`src/rtl/mode_sequencer_if.sv`:
```
// Switch/engine inputs and mode/enable outputs of the mode sequencer.
// The master side drives the raw switches and the engine busy flag; the
// slave side (the sequencer) returns the mode code and function enables.
interface mode_sequencer_if;
    logic [3:0] dipsw_n_i;
    logic       pushsw_n_i;
    logic       scard_busy_i;
    logic [1:0] mode_o;
    logic       openadc_disable_o;
    logic       spi_flash_en_o;
    logic       card_writer_en_o;
    logic       ready_o;
    logic       timeout_o;

    modport master (
        output dipsw_n_i, pushsw_n_i, scard_busy_i,
        input  mode_o, openadc_disable_o, spi_flash_en_o, card_writer_en_o,
               ready_o, timeout_o
    );

    modport slave (
        input  dipsw_n_i, pushsw_n_i, scard_busy_i,
        output mode_o, openadc_disable_o, spi_flash_en_o, card_writer_en_o,
               ready_o, timeout_o
    );
endinterface

```
`src/rtl/mode_sequencer.sv`:
```
// Mode sequencer: synchronises and debounces the DIP/push switches, decodes
// the requested operating mode, and moves between modes through a drain
// phase (wait for the smartcard engine to go idle, bounded by a timeout)
// and a settle phase (everything disabled) before enabling the new mode.
module mode_sequencer #(
    parameter int DEBOUNCE_CYCLES = 1024,
    parameter int DRAIN_TIMEOUT   = 256,
    parameter int SETTLE_CYCLES   = 64
) (
    input  logic             clk,
    input  logic             reset_i,
    mode_sequencer_if.slave  bus
);
    localparam int DEB_W = $clog2(DEBOUNCE_CYCLES) + 1;
    localparam int DRN_W = $clog2(DRAIN_TIMEOUT) + 1;
    localparam int STL_W = $clog2(SETTLE_CYCLES) + 1;

    localparam logic [DEB_W-1:0] DEB_LAST   = DEB_W'(DEBOUNCE_CYCLES - 1);
    localparam logic [DRN_W-1:0] DRAIN_LAST = DRN_W'(DRAIN_TIMEOUT - 1);
    localparam logic [STL_W-1:0] STL_LAST   = STL_W'(SETTLE_CYCLES - 1);

    localparam logic [1:0] MODE_OPENADC = 2'b00;
    localparam logic [1:0] MODE_SPI     = 2'b01;
    localparam logic [1:0] MODE_WRITER  = 2'b10;
    localparam logic [1:0] MODE_TRANS   = 2'b11;

    typedef enum logic [1:0] {
        ST_ACTIVE = 2'd0,
        ST_DRAIN  = 2'd1,
        ST_SETTLE = 2'd2
    } state_t;

    // Registered output bundle: {mode, openadc_disable, spi_en, writer_en, ready}
    typedef struct packed {
        logic [1:0] mode;
        logic       disable_adc;
        logic       spi_en;
        logic       writer_en;
        logic       ready;
    } outs_t;

    localparam outs_t TRANS_OUTS = '{mode: MODE_TRANS, disable_adc: 1'b1,
                                     spi_en: 1'b0, writer_en: 1'b0, ready: 1'b0};

    function automatic outs_t active_outs(input logic [1:0] t);
        outs_t o;
        o.mode        = t;
        o.disable_adc = (t != MODE_OPENADC);
        o.spi_en      = (t == MODE_SPI);
        o.writer_en   = (t == MODE_WRITER);
        o.ready       = 1'b1;
        return o;
    endfunction

    logic [4:0]       sync1_q, sync2_q;
    logic [4:0]       cand_q, deb_q;
    logic [DEB_W-1:0] deb_cnt_q;
    logic             push_prev_q;

    state_t           state_q;
    logic [1:0]       target_q;
    logic [DRN_W-1:0] drain_cnt_q;
    logic [STL_W-1:0] settle_cnt_q;
    logic             timeout_q;
    outs_t            outs_q;

    logic [1:0]       decoded_mode;
    logic             restart_pulse;

    // Two-flop synchroniser for the raw switch vector {push, dip[3:0]}
    always_ff @(posedge clk) begin
        if (reset_i) begin
            sync1_q <= 5'b11111;
            sync2_q <= 5'b11111;
        end else begin
            sync1_q <= {bus.pushsw_n_i, bus.dipsw_n_i};
            sync2_q <= sync1_q;
        end
    end

    // Whole-vector debounce; any bit change restarts the stability count,
    // and the count holds at its last value instead of wrapping
    always_ff @(posedge clk) begin
        if (reset_i) begin
            cand_q      <= 5'b11111;
            deb_q       <= 5'b11111;
            deb_cnt_q   <= '0;
            push_prev_q <= 1'b1;
        end else begin
            push_prev_q <= deb_q[4];
            if (sync2_q != cand_q) begin
                cand_q    <= sync2_q;
                deb_cnt_q <= '0;
            end else if (deb_cnt_q == DEB_LAST) begin
                deb_q <= cand_q;
            end else begin
                deb_cnt_q <= deb_cnt_q + DEB_W'(1);
            end
        end
    end

    // Mode decode with writer over SPI over OpenADC; restart on push press
    always_comb begin
        if (!deb_q[2])      decoded_mode = MODE_WRITER;
        else if (!deb_q[3]) decoded_mode = MODE_SPI;
        else                decoded_mode = MODE_OPENADC;
        restart_pulse = push_prev_q & ~deb_q[4];
    end

    // Sequencing FSM; outputs are loaded on the edge that enters each state
    always_ff @(posedge clk) begin
        if (reset_i) begin
            state_q      <= ST_SETTLE;
            target_q     <= MODE_OPENADC;
            drain_cnt_q  <= '0;
            settle_cnt_q <= '0;
            timeout_q    <= 1'b0;
            outs_q       <= TRANS_OUTS;
        end else begin
            case (state_q)
                ST_ACTIVE: begin
                    if ((decoded_mode != target_q) || restart_pulse) begin
                        target_q    <= decoded_mode;
                        state_q     <= ST_DRAIN;
                        drain_cnt_q <= '0;
                        outs_q      <= TRANS_OUTS;
                    end
                end
                ST_DRAIN: begin
                    // A new request retargets but does not extend the drain window
                    if (decoded_mode != target_q)
                        target_q <= decoded_mode;
                    if (!bus.scard_busy_i || (drain_cnt_q == DRAIN_LAST)) begin
                        state_q      <= ST_SETTLE;
                        settle_cnt_q <= '0;
                        if (bus.scard_busy_i)
                            timeout_q <= 1'b1;
                    end else begin
                        drain_cnt_q <= drain_cnt_q + DRN_W'(1);
                    end
                end
                ST_SETTLE: begin
                    if (decoded_mode != target_q) begin
                        target_q     <= decoded_mode;
                        settle_cnt_q <= '0;
                    end else if (settle_cnt_q == STL_LAST) begin
                        state_q <= ST_ACTIVE;
                        outs_q  <= active_outs(target_q);
                    end else begin
                        settle_cnt_q <= settle_cnt_q + STL_W'(1);
                    end
                end
                default: begin
                    state_q      <= ST_SETTLE;
                    settle_cnt_q <= '0;
                    outs_q       <= TRANS_OUTS;
                end
            endcase
        end
    end

    assign bus.mode_o            = outs_q.mode;
    assign bus.openadc_disable_o = outs_q.disable_adc;
    assign bus.spi_flash_en_o    = outs_q.spi_en;
    assign bus.card_writer_en_o  = outs_q.writer_en;
    assign bus.ready_o           = outs_q.ready;
    assign bus.timeout_o         = timeout_q;
endmodule

```
`src/flat_wrapper.sv`:
```
// flat-port wrapper written by rule: the top's interface ports become plain ports
module mode_sequencer_flat 
#(
    parameter int DEBOUNCE_CYCLES = 1024,
    parameter int DRAIN_TIMEOUT   = 256,
    parameter int SETTLE_CYCLES   = 64
)
  (clk, reset_i, bus_dipsw_n_i, bus_pushsw_n_i, bus_scard_busy_i, bus_mode_o, bus_openadc_disable_o, bus_spi_flash_en_o, bus_card_writer_en_o, bus_ready_o, bus_timeout_o);
  mode_sequencer_if bus_i ();
  input  logic clk;
  input  logic reset_i;
  input wire logic [$bits(bus_i.dipsw_n_i)-1:0] bus_dipsw_n_i;
  input wire logic [$bits(bus_i.pushsw_n_i)-1:0] bus_pushsw_n_i;
  input wire logic [$bits(bus_i.scard_busy_i)-1:0] bus_scard_busy_i;
  output wire logic [$bits(bus_i.mode_o)-1:0] bus_mode_o;
  output wire logic [$bits(bus_i.openadc_disable_o)-1:0] bus_openadc_disable_o;
  output wire logic [$bits(bus_i.spi_flash_en_o)-1:0] bus_spi_flash_en_o;
  output wire logic [$bits(bus_i.card_writer_en_o)-1:0] bus_card_writer_en_o;
  output wire logic [$bits(bus_i.ready_o)-1:0] bus_ready_o;
  output wire logic [$bits(bus_i.timeout_o)-1:0] bus_timeout_o;
  assign bus_i.dipsw_n_i = bus_dipsw_n_i;
  assign bus_i.pushsw_n_i = bus_pushsw_n_i;
  assign bus_i.scard_busy_i = bus_scard_busy_i;
  assign bus_mode_o = bus_i.mode_o;
  assign bus_openadc_disable_o = bus_i.openadc_disable_o;
  assign bus_spi_flash_en_o = bus_i.spi_flash_en_o;
  assign bus_card_writer_en_o = bus_i.card_writer_en_o;
  assign bus_ready_o = bus_i.ready_o;
  assign bus_timeout_o = bus_i.timeout_o;
  mode_sequencer #(.DEBOUNCE_CYCLES(DEBOUNCE_CYCLES), .DRAIN_TIMEOUT(DRAIN_TIMEOUT), .SETTLE_CYCLES(SETTLE_CYCLES)) u_core (.clk(clk), .reset_i(reset_i), .bus(bus_i));
endmodule
```
`config.mk`:
```
export PLATFORM = sky130hd
export DESIGN_NAME = mode_sequencer_flat
export DESIGN_NICKNAME = d
export VERILOG_FILES = /design/src/rtl/mode_sequencer_if.sv /design/src/rtl/mode_sequencer.sv /design/src/flat_wrapper.sv
export SDC_FILE = /design/constraint.sdc
export NUM_CORES = 1
export LEC_CHECK = 0
export CAP_MARGIN = 20
export CELL_PAD_IN_SITES_DETAIL_PLACEMENT = 1
export CELL_PAD_IN_SITES_GLOBAL_PLACEMENT = 1
export CORE_MARGIN = 2
export CORE_UTILIZATION = 25
export CTS_CLUSTER_SIZE = 20
export DETAILED_ROUTE_END_ITERATION = 6
export GPL_TIMING_DRIVEN = 0
export MAX_ROUTING_LAYER = met4
export PLACE_DENSITY_LB_ADDON = 0.1
export RECOVER_POWER = 50
export REMOVE_ABC_BUFFERS = 1
export SYNTH_ARGS = -nofsm -noshare
export SYNTH_HDL_FRONTEND = slang
export SYNTH_SLANG_ARGS = --single-unit
```
`constraint.sdc`:
```
create_clock -name clk -period 2.9 [get_ports clk]
set_input_delay 0.58 -clock clk [delete_from_list [all_inputs] [get_ports clk]]
set_output_delay 0.58 -clock clk [all_outputs]
set_load 0.02 [all_outputs]
```
==> out/qor.txt <==
Status -> completed
Netlist cell types -> 47
Area Growth Syn to Fin -> 20.76%
Maximum clock path buffer count -> 2
Slew HR -> 56.37%
Type of the tightest min-delay check -> flop to flop
Fin. max-slew vios -> 0
Vias/cell -> 4.505
CP cell instances -> and3_1 -> and3_1 -> and3_1 -> ha_1 -> nand3b_1 -> o21ai_1 -> o21ai_1 -> or3_1 -> a21oi_1
Vias in the first global route -> 1871
Number of max-cap violations -> 0
Power density cells -> 570.3 nW/um^2
Post-synthesis sequential area ratio -> 46.75%
Post-CTS setup buffer count -> 0
Worst EP required -> 3.17 ns
Fin crit period -> 2.470 ns
PortBufs -> 14
HPWL Detailed -> 3.598 mm
#FFs+latches synth -> 57
Share of layout cells above drive strength 1 -> 12.11%
GP Congestion -> 0.7551
Fillers -> 1141
RSZ-0062 raised after global routing -> false
WL final -> 5.221 mm
DRT antenna net count -> 0
Synth warn -> 0
Skew-Pair Late Insertion Delay -> 0.33 ns
Commonest non-fill, non-tap cell in the layout -> dfxtp_1
CORE AREA -> 9639 sq um
Syn Area/Cell -> 9.143 sq um
Top post-synthesis cells by area -> dfxtp_1 47%, xor2_1 4.7%, ha_1 4.1%
Leakage -> 1.118 nW
Initial DRC Count -> 30
Instance count of the mapped netlist -> 267
Sink Count -> 57
DRC viols -> 0
Starting Density -> 25.32%
H-tree levels -> 3
CTS Buf Count -> 9
CP Capture Type -> flop
Worst VDD drop -> 0.0001760 V
First-pass DRT Iterations -> 4
Commonest register cell after synthesis -> dfxtp_1
Max Clock Freq -> 404.8 MHz
Critical path class -> flop to flop
Worst-path clk slew -> 0.07 ns
Nets -> 301
Cell taking the most area after synthesis -> dfxtp_1
Setup crit start kind -> flop
First-pass GRT wire length -> 9.135 mm
Post-synth EDFFs -> 0
CTS root buf -> clkbuf_8
Rows -> 36
Die area -> 10570 sq um
Max stage delay cell, worst path -> or3_1
Part of the cycle the worst path needs -> 85.19%
Area share of the largest cell type after synthesis -> 46.75%
Die H -> 102.8 um
Slew @ Worst Pin -> 0.6522 ns
Post-CTS resize count -> 0
Hold buffers post-CTS -> 0
Setup Skew -> 0.006652 ns
Initial antenna violation count -> 0
ANT cells -> 0
Global Route Usage Sum -> 11.57%
Finished Layout Cells -> 422
Largest net degree at the start of global routing -> 26
Grt total ovfl -> 0
Crit-path max FO -> 7
Post-synthesis instance area -> 2441 sq um
CTS tree -> yes
Final Hold Fails -> 0
Die span in x -> 102.8 um
Worst path arrival time -> 2.74 ns
Cell seen most often among critical-path stages -> and3_1
Via count -> 1901
Wire per inst -> 12.37 um
Slowest stage delay, CP -> 0.41 ns
Final Setup Violations -> 0
Dpl cells -> 406
I/O Pins -> 15
Most frequent cells in the layout -> 57 x dfxtp_1, 26 x nor2_1, 18 x a21oi_1
Ys async rst share -> 0%
Pwr Total -> 1.681 mW
-- worst paths after layout --
| check | cells past startpoint | slack, ns | endpoint | start |
|---|---|---|---|---|
| setup / recovery | 9 | 0.43 | u_core.drain_cnt_q[5] | u_core.drain_cnt_q[3] |
| hold / removal | 1 | 0.41 | u_core.sync2_q[2] | u_core.sync1_q[2] |
| setup reg to reg | 9 | 0.43 | u_core.drain_cnt_q[5] | u_core.drain_cnt_q[3] |
| hold reg to reg | 1 | 0.41 | u_core.sync2_q[2] | u_core.sync1_q[2] |
-- cell usage after synthesis (all sizes together), types with 2 or more instances --
cell	count
a211o	3
a211oi	2
a21oi	18
a22oi	2
a31oi	4
a32o	2
and2	2
and3	7
and4	2
buf	3
clkbuf	6
dfxtp	57
ha	8
inv	15
mux2i	2
nand2	16
nand2b	5
nand3	7
nand3b	3
nand4	5
nor2	26
nor3	4
nor3b	5
o2111ai	2
o211ai	2
o21ai	8
o31ai	3
or2	17
or3	4
xnor2	4
xor2	13
-- logic make-up after synthesis --
logic type | count (synthesis) | synth area share, %
AOI/OAI and AO/OA | 52 | 14.56
xor gates and xnor gates | 17 | 6.099
adders and majority gates | 8 | 4.101
buffers and inverters | 24 | 3.998
DFF | 57 | 46.75
muxes | 3 | 1.281
and+or+nand+nor | 106 | 23.22
-- power breakdown --
| part | switching [mW] | total, mW | internal, mW |
|---|---|---|---|
| Clock | 0.314 | 0.816 | 0.502 |
| Combinational | 0.0290 | 0.0587 | 0.0297 |
| Sequential | 0.00914 | 0.806 | 0.797 |
-- flip-flops by register name (all words and copies together) (netlist names) --
register	count
u_core.state_q	2
u_core.bus.spi_flash_en_o	1
u_core.bus.timeout_o	1
u_core.push_prev_q	1
u_core.bus.openadc_disable_o	1
u_core.deb_cnt_q	11
u_core.sync1_q	5
u_core.deb_q	3
u_core.bus.mode_o	2
u_core.sync2_q	5
u_core.drain_cnt_q	9
u_core.settle_cnt_q	7
u_core.bus.ready_o	1
u_core.bus.card_writer_en_o	1
u_core.target_q	2
u_core.cand_q	5
-- worst max-delay path: cells and delay by family (launching register included) --
family                   cells  cell delay, ns
AND/OR/NAND/NOR              5            1.20
AO/OA/AOI/OAI                3            0.67
flip-flops                   1            0.33
adder cells (fa/ha/maj)      1            0.21
-- per-layer routing --
layer,vias to the layer above,GRT usage [%],wire length [um]
li1,965,-,-
met4,0,6.680,121
met3,10,2.644,164
met5,-,-,0
met2,21,16.84,2331
met1,905,14.68,2603
-- through the flow --
step	cell area (sq um)	setup slack, ns	util (%)	hold WS [ns]	setup TNS [ns]
after floorplan	2400	0.7147	-	0.3895	0
after global placement	2706	-0.4163	28.08	0.3976	-1.930
after detailed placement	2734	0.1338	28.36	0.3970	0
after CTS	2944	0.3474	30.54	0.4172	0
after global routing	2948	0.1654	30.58	0.4266	0
final	2948	0.4296	30.58	0.4110	0
-- final cells by class --
type | instances | area (sq um) | share of cell area [%]
Inverter | 15 | 56.30 | 1.910
Tap cell | 133 | 166.4 | 5.645
Timing Repair Buffer | 16 | 175.2 | 5.942
Sequential cell | 57 | 1141 | 38.71
Clock inverter | 3 | 65.06 | 2.207
Multi-Input combinational cell | 186 | 1199 | 40.66
Clock buffer | 12 | 145.1 | 4.924
(Power assumes the default switching activity.)
